$ cat src/rtl/binary_mul_pkg.sv
// Shared constants and types for consumers of the 7x7 pipelined multiplier.
package binary_mul_pkg;

  localparam int MUL_P_W     = 14;
  localparam int MUL_LATENCY = 8;
  localparam int MUL_LEN_W   = 8;
  // Batch counter only ever needs to reach the programmed length.
  localparam int MUL_CNT_W   = MUL_LEN_W;

  typedef enum logic [1:0] {IDLE, ACC, DONE} acc_state_t;

endpackage

$ cat src/rtl/binary_mul_vld_pipe.sv
// Enabled valid delay line: vld_o is vld_i delayed LATENCY enabled clocks.
module binary_mul_vld_pipe #(
  parameter int LATENCY = 8
) (
  input  logic clk,
  input  logic rst_n,
  input  logic en,
  input  logic vld_i,
  output logic vld_o
);

  logic [LATENCY-1:0] pipe_q;

  generate
    if (LATENCY == 1) begin : g_one
      always_ff @(posedge clk or negedge rst_n) begin
        if (!rst_n)  pipe_q <= '0;
        else if (en) pipe_q <= vld_i;
      end
    end else begin : g_many
      always_ff @(posedge clk or negedge rst_n) begin
        if (!rst_n)  pipe_q <= '0;
        else if (en) pipe_q <= {pipe_q[LATENCY-2:0], vld_i};
      end
    end
  endgenerate

  assign vld_o = pipe_q[LATENCY-1];

endmodule

$ cat src/rtl/binary_mul_acc_uni.sv
// Batch accumulator for multiplier products; re-times the issue strobe to tag p_in.
// Define BINARY_MUL_ACC_SAT_EN to saturate the sum on overflow instead of wrapping.
module binary_mul_acc_uni
  import binary_mul_pkg::*;
#(
  parameter int P_W     = MUL_P_W,
  parameter int ACC_W   = 24,
  parameter int LATENCY = MUL_LATENCY,
  parameter int LEN_W   = MUL_CNT_W
) (
  input  logic             clk,
  input  logic             rst_n,
  input  logic             en,
  input  logic             issue,
  input  logic [P_W-1:0]   p_in,
  input  logic             start,
  input  logic [LEN_W-1:0] len,
  output logic [ACC_W-1:0] acc_out,
  output logic             acc_valid,
  output logic             busy,
  output logic             overflow,
  output logic             drop_err
);

  acc_state_t       state_q, state_d;
  logic [LEN_W-1:0] len_q, len_d;
  logic [LEN_W-1:0] cnt_q, cnt_d, cnt_inc;
  logic [ACC_W-1:0] sum_q, sum_d;
  logic [ACC_W:0]   sum_ext;
  logic             ovf_q, ovf_d;
  logic             drop_q, drop_d;
  logic             vld_q, vld_d;
  logic             tag;

  binary_mul_vld_pipe #(.LATENCY(LATENCY)) u_vld_pipe (
    .clk   (clk),
    .rst_n (rst_n),
    .en    (en),
    .vld_i (issue),
    .vld_o (tag)
  );

  assign sum_ext = {1'b0, sum_q} + (ACC_W+1)'(p_in);
  assign cnt_inc = cnt_q + LEN_W'(1);

  always_comb begin
    state_d = state_q;
    len_d   = len_q;
    cnt_d   = cnt_q;
    sum_d   = sum_q;
    ovf_d   = ovf_q;
    drop_d  = drop_q;
    vld_d   = 1'b0;
    if (en) begin
      // Start wins over a same-cycle tag: that product is discarded silently.
      if (start) begin
        len_d = len;
        cnt_d = '0;
        sum_d = '0;
        ovf_d = 1'b0;
        if (len == '0) begin
          state_d = DONE;
          vld_d   = 1'b1;
        end else begin
          state_d = ACC;
        end
      end else if (tag) begin
        if (state_q == ACC) begin
          ovf_d = ovf_q | sum_ext[ACC_W];
`ifdef BINARY_MUL_ACC_SAT_EN
          sum_d = sum_ext[ACC_W] ? '1 : sum_ext[ACC_W-1:0];
`else
          sum_d = sum_ext[ACC_W-1:0];
`endif
          cnt_d = cnt_inc;
          if (cnt_inc == len_q) begin
            state_d = DONE;
            vld_d   = 1'b1;
          end
        end else begin
          drop_d = 1'b1;
        end
      end
    end
  end

  always_ff @(posedge clk or negedge rst_n) begin
    if (!rst_n) begin
      state_q <= IDLE;
      len_q   <= '0;
      cnt_q   <= '0;
      sum_q   <= '0;
      ovf_q   <= 1'b0;
      drop_q  <= 1'b0;
      vld_q   <= 1'b0;
    end else begin
      state_q <= state_d;
      len_q   <= len_d;
      cnt_q   <= cnt_d;
      sum_q   <= sum_d;
      ovf_q   <= ovf_d;
      drop_q  <= drop_d;
      vld_q   <= vld_d;
    end
  end

  // A pulse landing in a disabled cycle is lost, not deferred.
  assign acc_valid = vld_q & en;
  assign acc_out   = sum_q;
  assign busy      = (state_q == ACC);
  assign overflow  = ovf_q;
  assign drop_err  = drop_q;

endmodule

$ cat config.mk
export PLATFORM = sky130hd
export DESIGN_NAME = binary_mul_acc_uni
export DESIGN_NICKNAME = d
export VERILOG_FILES = /design/src/rtl/binary_mul_pkg.sv /design/src/rtl/binary_mul_vld_pipe.sv /design/src/rtl/binary_mul_acc_uni.sv
export SDC_FILE = /design/constraint.sdc
export NUM_CORES = 1
export LEC_CHECK = 0
export ABC_CLOCK_PERIOD_IN_PS = 2400
export CAP_MARGIN = 25
export CORE_ASPECT_RATIO = 1.25
export CORE_MARGIN = 2
export CORE_UTILIZATION = 48
export CTS_CLUSTER_DIAMETER = 80
export DETAILED_ROUTE_END_ITERATION = 8
export PLACE_DENSITY_LB_ADDON = 0.25
export REMOVE_ABC_BUFFERS = 1
export SETUP_SLACK_MARGIN = 0.02
export SLEW_MARGIN = 20
export SYNTH_ARGS = -nofsm -noshare
export SYNTH_HDL_FRONTEND = slang
export SYNTH_SLANG_ARGS = --single-unit
$ cat constraint.sdc
create_clock -name clk -period 2.4 [get_ports clk]
set_clock_uncertainty 0.2 [all_clocks]
set_input_delay 0.24 -clock clk [delete_from_list [all_inputs] [get_ports clk]]
set_output_delay 0.24 -clock clk [all_outputs]
set_load 0.01 [all_outputs]
==> results of run 1 <==
## cell usage after synthesis (2+ instances only)
cell type	number	area share, %
o21ai_0	16	2.5
dfrtp_1	53	41
a21boi_0	2	0.46
clkbuf_1	8	0.92
nand2b_1	5	0.96
nand3_1	10	1.5
xnor2_1	14	3.8
a31oi_1	3	0.58
a21oi_1	24	3.7
o211ai_2	2	0.77
xor2_1	5	1.3
nor4b_1	2	0.54
a211oi_1	2	0.46
mux2_2	10	3.5
and2_1	4	0.77
ha_1	15	5.8
a22o_1	9	2.4
buf_6	3	1.0
and3b_2	2	0.62
inv_1	5	0.58
or2_2	3	0.58
nand4_1	3	0.58
nor3_1	2	0.31
and3_1	2	0.38
and4bb_2	2	0.77
o211ai_1	3	0.69
a21o_1	9	2.1
nand3b_1	2	0.46
nand2_1	45	5.2
nor2_1	5	0.58
or4_1	8	1.8
or3_1	9	1.7
buf_2	3	0.46
o31ai_1	9	2.1
## state kept, by name, indices dropped and copies added (netlist names)
| register | cells |
|---|---|
| cnt_q | 8 |
| vld_q | 1 |
| state_q | 2 |
| overflow | 1 |
| drop_err | 1 |
| acc_out | 24 |
| len_q | 8 |
| u_vld_pipe.pipe_q | 8 |
## cell families (layout without fill, tap and decap cells)
family                     after synthesis  count (layout)  synth area share, %
xor gates and xnor gates                19              19                 5.12
muxes                                   11              11                 3.77
buffers and inverters                   21             103                 3.27
AOI/OAI and AO/OA                       94              95                 20.9
DFF                                     53              53                 40.8
adders and majority gates               16              16                 6.39
and+or+nand+nor                        114             114                 19.8
## path summary, 6_finish.rpt
| check | start | end | slack [ns] | cells past startpoint |
|---|---|---|---|---|
| worst max register to register | acc_out[7]$_DFFE_PN0P_ | acc_out[22]$_DFFE_PN0P_ | 0.04 | 7 |
| worst min register to register | drop_err$_DFFE_PN0P_ | drop_err$_DFFE_PN0P_ | 0.28 | 2 |
| min in group clk | len[7] | len_q[7]$_DFFE_PN0P_ | 0.27 | 3 |
| worst min-delay path | rst_n | acc_out[7]$_DFFE_PN0P_ | 0.22 | 2 |
| max in group asynchronous | rst_n | u_vld_pipe.pipe_q[2]$_DFFE_PN0P_ | 1.23 | 3 |
| worst max-delay path | acc_out[7]$_DFFE_PN0P_ | acc_out[22]$_DFFE_PN0P_ | 0.04 | 7 |
## per-layer routing
metal  GRT usage, %  wire, um  vias up
met3           3.85       283       10
met1           26.9      3520     1403
met5              0         0        -
met4           6.10        87        0
li1               -         -     1376
met2           37.6      3830       61
## report_power, final
part | internal (mW) | total (mW) | switching [mW]
Clock | 0.313 | 0.628 | 0.315
Sequential | 1.03 | 1.19 | 0.154
Combinational | 0.662 | 1.22 | 0.563
Total | 2.01 | 3.04 | 1.03
## through the flow
stage	utilization, %	TNS (ns)
after detailed placement	62.3	-4.44
after global routing	67.0	-0.457
after floorplan	-	-0.764
final	67.0	0
after global placement	62.3	-3.92
after CTS	64.6	0
## worst reg2reg max path: stages (launching register included)
cell	delay, ns
dfrtp_1	0.41
ha_2	0.39
o21ai_2	0.08
a211oi_2	0.35
a221oi_4	0.12
buf_6	0.15
or4_1	0.46
a21oi_1	0.15
## cell type report
class / count / area (um2) / area share (%)
well taps: 87 / 109 / 2.48
clock inverters: 3 / 43.8 / 0.996
inverters: 5 / 18.8 / 0.427
flip-flops and latches: 53 / 1330 / 30.2
multi-input cells: 255 / 1990 / 45.3
repair buffers: 90 / 837 / 19.0
clock buffers: 5 / 68.8 / 1.57
## what timing repair did
action / CTS / global route
buffers inserted: 0 / 0
hold buffers: 1 / 0
gates cloned: 1 / 1
hold endpoints to repair: 19 / 0
pin swaps: 1 / 7
gates resized for setup: 7 / 21
endpoints found under the setup margin: 8 / 13
==> results.md, run 1 <==
* Die ar. at 0.00745 mm2
* VDD IR-drop max at 0.000466 V
* Vias in the first global route at around 2800
* Number of max-cap violations at 0
* First DRT Iteration DRCs at between 100 and 150
* Post-Syn Instances at between 300 and 400
* Status: finished clean
* # IOs at 55
* Final Cell Area at between 0.004 and 0.005 mm2
* Worst hold slack at about 0.22 ns
* Port Buffers at 54
* Crit-path max cell delay at between 0.4 and 0.5 ns
* Cell count after placement at 487
* # setup viols final at 0
* Fin. max-slew vios at 0
* Routed WL per cell at between 15 and 20 um
* Number of fill cells at around 520
* Ratio of cells with drive above 1 in the final layout at between 20 and 25%
* Worst-Margin Slew at 0.506 ns
* Leakage at about 1.9 nW
* CTS tree: yes
* WL final at 7720 um
* Synthesized area at 0.00325 mm2
* Setup ws final at 0.0357 ns
* PwrDens at 692 mW/mm2
* Worst slew margin at between 60% and 70%
* Area Growth Syn to Fin at 35.2%
* First-pass GRT wire length at roughly 13000 um
* Synth cell types at 63
* Initial Utilization at about 50%
* Htree depth at 2
* CP Launch Type: flop
* GR Overflow Total at 0
* Placed cell area at 0.00409 mm2
* Design Power at ~3.0 mW
* Root buffer cell: clkbuf_8
* Cell Rows at 33
* Initial antenna violation count at 0
* Final #Nets at 453
* Routed Antenna Nets at 0
* Worst Path Max Fanout at 6
* Hpwl dp at 5580 um
* EDFF count, synth at 0
* DIE HEIGHT at slightly below 100 um
* Fin crit period at 2.36 ns
* Drt pass-1 iters at 4
* Final std cells w/o fill at 498
* Number of remaining DRC errors at 0
* Buf/Inv on CP at 1
* Num CTS Buffers at 5
* Ys async rst share at 100%
* Diodes inserted at 0
* Critical path capture point type: flop
* Clock Tree Buf Depth at 2
* Fin. Hold Viols at 0
* Core Area at 0.00657 mm2
* CP max-delay cell: or4_1
* Syn avg cell area at between 9 and 10 um2
* Most used cells in the layout excluding fill and tap cells: 53 x dfrtp_1, 53 x clkdlybuf4s50_1, 45 x nand2_1
* Top_reg_cell synth: dfrtp_1
* Crit path DAT at 2.41 ns
* Dpl ws at -0.381 ns
* Synth Warn # at 0
* Worst skew pair latency at around 0.32 ns
* Gr usage total at about a fifth
* RSZ-0062 raised after global routing: true
* Vias per cell at 5.72
* Sink Count at 53
* Max Freq at 0.423 GHz
* Crit path max-delay family: compound AO/OA/AOI/OAI gates
* Final cycle utilization of the critical path at a little over nine tenths
* Worst path cell trace: ha_2 > o21ai_2 > a211oi_2 > a221oi_4 > buf_6 > or4_1 > a21oi_1
* Required time of the critical path at ~2.4 ns
* WS Path Type: flop to flop
* Reg clk slew, reported paths at about 0.1 ns
* Pin count of the biggest net entering global routing at 35
* #FFs+latches synth at 53
* Sequential-to-total area share from yosys stat at about 41%
* HP Class: input pin to async pin
* Via count at roughly 2900
* Placer Congestion at 0.875
* Die W at between 70 and 80 um
Power figures use the tool's default switching activity.
==> run 2, diff against run 1 <==
--- a/config.mk
+++ b/config.mk
@@ -11,6 +11,7 @@
 export CORE_MARGIN = 2
 export CORE_UTILIZATION = 48
 export CTS_CLUSTER_DIAMETER = 80
+export CTS_CLUSTER_SIZE = 40
 export DETAILED_ROUTE_END_ITERATION = 8
 export PLACE_DENSITY_LB_ADDON = 0.25
 export REMOVE_ABC_BUFFERS = 1
==> results of run 2 <==
Final layout, timing and power as in run 1 (identical DEF).
==> run 3, diff against run 2 <==
--- a/config.mk
+++ b/config.mk
@@ -5,17 +5,17 @@
 export SDC_FILE = /design/constraint.sdc
 export NUM_CORES = 1
 export LEC_CHECK = 0
-export ABC_CLOCK_PERIOD_IN_PS = 2400
+export ABC_CLOCK_PERIOD_IN_PS = 2800
 export CAP_MARGIN = 25
 export CORE_ASPECT_RATIO = 1.25
 export CORE_MARGIN = 2
-export CORE_UTILIZATION = 48
+export CORE_UTILIZATION = 55
 export CTS_CLUSTER_DIAMETER = 80
 export CTS_CLUSTER_SIZE = 40
 export DETAILED_ROUTE_END_ITERATION = 8
 export PLACE_DENSITY_LB_ADDON = 0.25
 export REMOVE_ABC_BUFFERS = 1
-export SETUP_SLACK_MARGIN = 0.02
+export SETUP_SLACK_MARGIN = 0.15
 export SLEW_MARGIN = 20
 export SYNTH_ARGS = -nofsm -noshare
 export SYNTH_HDL_FRONTEND = slang
==> constraint.sdc (replaced) <==
create_clock -name clk -period 2.8 [get_ports clk]
set_clock_uncertainty 0.2 [all_clocks]
set_input_delay 0.28 -clock clk [delete_from_list [all_inputs] [get_ports clk]]
set_output_delay 0.28 -clock clk [all_outputs]
set_load 0.01 [all_outputs]
==> results.md, run 3 (same netlist as run 1, synthesis figures left out) <==
* Status: finished clean (unchanged)
* Source of the critical timing path: acc_out[0]$_DFFE_PN0P_ (was acc_out[7]$_DFFE_PN0P_)
* Die ar. at 0.00655 mm2 (was 0.00745 mm2)
* Psw at 785 uW (was 1.03 mW)
* Htree depth at 2 (unchanged)
* # resized after CTS at 0 (was 7)
* Initial Utilization at 56.6% (was 49.5%)
* R2r endpoint: overflow$_DFFE_PN0P_ (was acc_out[22]$_DFFE_PN0P_)
* Most used cells in the layout excluding fill and tap cells: 53 x dfrtp_1, 53 x clkdlybuf4s50_1, 45 x nand2_1 (unchanged)
* Fin crit period at 2.52 ns (was 2.36 ns)
* Gr usage total at 22.9% (was 21.3%)
* Worst skew pair latency at 0.31 ns (was 0.32 ns)
* HP Class: input pin to async pin (unchanged)
* Hpwl dp at 5230 um (was 5580 um)
* First DRT Iteration DRCs at 110 (was 133)
* CTS tree: yes (unchanged)
* Cell depth of the worst flop-to-flop path at 8 (was 7)
* Drt pass-1 iters at 4 (unchanged)
* Fin. Hold Viols at 0 (unchanged)
* DIE HEIGHT at 90.0 um (was 96.0 um)
* Max Freq at 0.397 GHz (was 0.423 GHz)
* RSZ-0062 raised after global routing: false (was true)
* Final Cell Area at 0.00403 mm2 (was 0.00440 mm2)
* Leakage at 1.76 nW (was 1.87 nW)
* Ratio of cells with drive above 1 in the final layout at 14.1% (was 22.6%)
* Placed cell area at 0.00390 mm2 (was 0.00409 mm2)
* Crit-path max cell delay at 0.41 ns (was 0.46 ns)
* Core Area at 0.00574 mm2 (was 0.00657 mm2)
* Critical path capture point type: flop (unchanged)
* Max reg flops at 24 (unchanged)
* Via count at 2693 (was 2850)
* Cell Rows at 31 (was 33)
* Worst Path Max Fanout at 11 (was 6)
* Number of max-cap violations at 0 (unchanged)
* Number of remaining DRC errors at 0 (unchanged)
* Number of fill cells at 457 (was 522)
* Crit path max-delay family: compound AO/OA/AOI/OAI gates (unchanged)
* Initial antenna violation count at 0 (unchanged)
* Num CTS Buffers at 5 (unchanged)
* Power share of the sequential group at 42.0% (was 39.1%)
* Required time of the critical path at 2.81 ns (was 2.44 ns)
* R2r setup slk at 0.28 ns (was 0.04 ns)
* Port Buffers at 54 (unchanged)
* Sink Count at 53 (unchanged)
* Total setup buffers inserted after CTS at 0 (unchanged)
* Switching share of power at 32.6% (was 33.9%)
* Area Growth Syn to Fin at 23.8% (was 35.2%)
* Pin count of the biggest net entering global routing at 31 (was 35)
* Final #Nets at 432 (was 453)
* Final cycle utilization of the critical path at 89.9% (was 98.5%)
* GR Overflow Total at 0 (unchanged)
* Utilization after layout at 70.1% (was 67.0%)
* First-pass GRT wire length at 12000 um (was 12800 um)
* WL final at 6960 um (was 7720 um)
* Die W at 72.8 um (was 77.6 um)
* Internal power at 1.62 mW (was 2.01 mW)
* # IOs at 55 (unchanged)
* WS Path Type: flop to flop (unchanged)
* Routed WL per cell at 15.3 um (was 15.5 um)
* Placer Congestion at 0.879 (was 0.875)
* Vias in the first global route at 2664 (was 2808)
* Clock Tree Buf Depth at 2 (unchanged)
* Worst path cell trace: ha_1 > fa_1 > a211oi_1 > o211ai_2 > a221oi_2 > buf_4 > nor4b_1 > o21a_1 (was ha_2 > o21ai_2 > a211oi_2 > a221oi_4 > buf_6 > or4_1 > a21oi_1)
* Diodes inserted at 0 (unchanged)
* CP max-delay cell: dfrtp_1 (was or4_1)
* PwrDens at 598 mW/mm2 (was 692 mW/mm2)
* Clock Power Share at 22.7% (was 20.6%)
* Design Power at 2.41 mW (was 3.04 mW)
* Worst-Margin Slew at 0.422 ns (was 0.506 ns)
* Buf/Inv on CP at 1 (unchanged)
* VDD IR-drop max at 0.000427 V (was 0.000466 V)
* CP Launch Type: flop (unchanged)
* Routed Antenna Nets at 0 (unchanged)
* Reg clk slew, reported paths at 0.10 ns (about the same)
* Fin. max-slew vios at 0 (unchanged)
* Comb pwr share at 35.3% (was 40.3%)
* Crit path DAT at 2.53 ns (was 2.41 ns)
* # setup viols final at 0 (unchanged)
* Vias per cell at 5.91 (was 5.72)
* RR Startpoint: acc_out[0]$_DFFE_PN0P_ (was acc_out[7]$_DFFE_PN0P_)
* Root buffer cell: clkbuf_8 (unchanged)
* Worst slew margin at 71.9% (was 66.2%)
## run 3: worst max-delay path by stage
stage	endpoint	cells after the start	slack, ns
finish	overflow$_DFFE_PN0P_	8	0.28
global route	acc_out[14]$_DFFE_PN0P_	8	0.16
CTS	overflow$_DFFE_PN0P_	8	0.28
detailed placement	overflow$_DFFE_PN0P_	9	-0.02
global placement	overflow$_DFFE_PN0P_	9	-0.004
floorplan	overflow$_DFFE_PN0P_	7	0.25
## run 3: per-stage QoR
stage | setup slack, ns | setup TNS (ns) | std cells | hold slack (ns)
4_1_cts | 0.275 | 0 | 456 | 0.142
5_1_grt | 0.156 | 0 | 456 | 0.161
2_1_floorplan | 0.249 | 0 | 312 | -0.216
6_report | 0.283 | 0 | 456 | 0.146
3_3_place_gp | -0.00424 | -0.00424 | 447 | -0.0476
3_5_place_dp | -0.0239 | -0.0239 | 447 | -0.0500
## run 3: what timing repair did
action | CTS | global route
endpoints found under the hold margin | 37 | 0
setup endpoints to repair | 0 | 0
hold buffers | 1 | 0
## run 3: area by class of cell
cell class	instances	area, um2	area share (%)
Clock inverter	1	30.0	0.746
Timing Repair Buffer	70	658	16.4
Sequential cell	53	1330	32.9
Inverter	5	18.8	0.466
Multi-Input combinational cell	254	1820	45.3
Clock buffer	7	86.3	2.14
Tap cell	66	82.6	2.05
## run 3: worst reg2reg max path: stages (launching register included)
cell and delay [ns]:
dfrtp_1 0.41, ha_1 0.21, fa_1 0.40, a211oi_1 0.38
o211ai_2 0.17, a221oi_2 0.23, buf_4 0.19, nor4b_1 0.06
o21a_1 0.16
## run 3: power by group through the flow
stage / clock network, mW / registers (mW) / logic (mW)
final: 0.547 / 1.01 / 0.851
after global routing: 0.581 / 1.03 / 0.946
after CTS: 0.558 / 1.01 / 0.858
after detailed placement: 0 / 1.03 / 0.852
after global placement: 0 / 1.02 / 0.829
after floorplan: 0 / 1.02 / 0.543
## run 3: metal layers
metal | GRT usage [%] | vias up | wire length, um
met5 | 0 | - | 0
met2 | 38.5 | 56 | 3510
met3 | 3.81 | 10 | 262
li1 | - | 1335 | -
met1 | 29.1 | 1292 | 3050
met4 | 8.18 | 0 | 138
==> RTL change, RTL diff (flow settings as in run 2) <==
Change the package constant `MUL_P_W` from 14 to 16.
--- a/src/rtl/binary_mul_pkg.sv
+++ b/src/rtl/binary_mul_pkg.sv
@@ -3,3 +3,3 @@
 
-  localparam int MUL_P_W     = 14;
+  localparam int MUL_P_W     = 16;
   localparam int MUL_LATENCY = 8;
Ports: changed (resized p_in); port bits go from 55 to 57. No check against the original RTL was run, so the function may have changed too.
==> RTL change against run 2 <==
  * Synthesized cell count rose by 24%
  * Sequential cell count stayed put
  * Synthesized area is 10% higher
  * Critical endpoint is now acc_out[12]
  * Critical path depth is the same
  * Cell area rose by 8.1%
  * Largest power group unchanged
  * Die area rose by 9.8%
  * Cell count increased by 18%
  * Wire length is 21% higher
  * Power is 24% higher
  * Largest cell class unchanged
  * Critical path type unchanged
  * Setup slack worse by 0.0098 ns
==> RTL change: results (changes against run 2) <==
| Item | Value | Unit | Change |
|---|---|---|---|
| Result of the run | finished clean | - |  |
| NumNets Final | 543 | - | +20% |
| Wire length on met1 | 3980 | um | +13% |
| Max incr delay on CP | 0.39 | ns | -0.07 ns |
| Number of gates resized after cts | 2 | - | -5 |
| Gpl congestion | 0.899 | - | +2.8% |
| Reported leakage power | 0.00214 | uW | +15% |
| Fraction of layout cells with a size suffix above 1 | 17.9 | % | -4.7 points |
| Fill cell instance count of the final layout | 634 | - | +21% |
| Max FO, Critical Path | 4 | - | -2 |
| Drt first-iter violations | 118 | - | -11% |
| Fraction of the mapped netlist area in compound gates | 21.3 | % | +0.45 points |
| Detailed Place HPWL | 6830 | um | +23% |
| Post-synthesis mux area share | 4.81 | % | +1.0 points |
| Placement Cell Area | 4520 | sq um | +10% |
| Wire length on met3 | 414 | um | +46% |
| Data arrival time of the critical path | 2.39 | ns | -0.02 ns |
| Parity-gate share of the synthesized area counting xor and xnor cells | 5.37 | % | +0.25 points |
| Largest net degree at the start of global routing | 33 | - | -5.7% |
| First-pass GRT wire length | 15000 | um | +18% |
| Tot GR Track Use | 23.3 | % | +2.0 points |
| Number of distinct library cells after synthesis | 60 | - | -4.8% |
| Via-per-instance ratio | 5.82 | - | +1.7% |
| Number of global-route vias before repair | 3276 | - | +17% |
| Worst relative slew slack | 65.3 | % | -0.98 points |
| Synthesized-area fraction occupied by adder cells | 6.49 | % | +0.10 points |
| Share of the yosys chip area belonging to registers | 37.0 | % | -3.8 points |
| Detailed Routing Iterations Pass 1 | 5 | - | +1 |
RTL change: final timing paths:
check                      cells after the start          end  slack [ns]       start
min in group clk                               3     len_q[7]        0.28      len[7]
max reg2reg                                    7  acc_out[12]        0.03  acc_out[0]
min reg2reg                                    2     drop_err        0.28    drop_err
max                                            7  acc_out[12]        0.03  acc_out[0]
max in group asynchronous                      3   acc_out[1]        1.18       rst_n
min                                            2  acc_out[15]        0.18       rst_n
RTL change: area by class of cell:
| cell class | instances | area [sq um] | share of cell area [%] |
|---|---|---|---|
| inverters | 4 | 15.0 | 0.316 |
| repair buffers | 105 | 926 | 19.5 |
| clock inverters | 1 | 30.0 | 0.632 |
| flip-flops and latches | 53 | 1330 | 27.9 |
| well taps | 92 | 115 | 2.42 |
| clock buffers | 7 | 86.3 | 1.82 |
| multi-input cells | 327 | 2250 | 47.4 |
RTL change: critical path, delay by kind of cell, from the launching register on:
kind                     cells  cell delay, ns
AO/OA/AOI/OAI                4            0.81
adder cells (fa/ha/maj)      2            0.55
flip-flops                   1            0.39
AND/OR/NAND/NOR              1            0.34
RTL change: stage by stage:
step	cells	worst slack [ns]
6_report	589	0.0259
5_1_grt	589	-0.0384
4_1_cts	589	0.00593
3_5_place_dp	580	-0.377
3_3_place_gp	580	-0.339
2_1_floorplan	384	-0.135
RTL change: power by group:
group | internal (uW) | total [uW] | switching (uW)
Combinational | 944 | 1850 | 905
Clock | 341 | 655 | 314
Sequential | 1070 | 1280 | 207
RTL change: routing by layer:
| layer | vias up | GRT usage [%] |
|---|---|---|
| met5 | - | 0 |
| met4 | 0 | 8.74 |
| met3 | 19 | 3.41 |
| met2 | 120 | 41.5 |
| met1 | 1630 | 27.9 |
| li1 | 1660 | - |
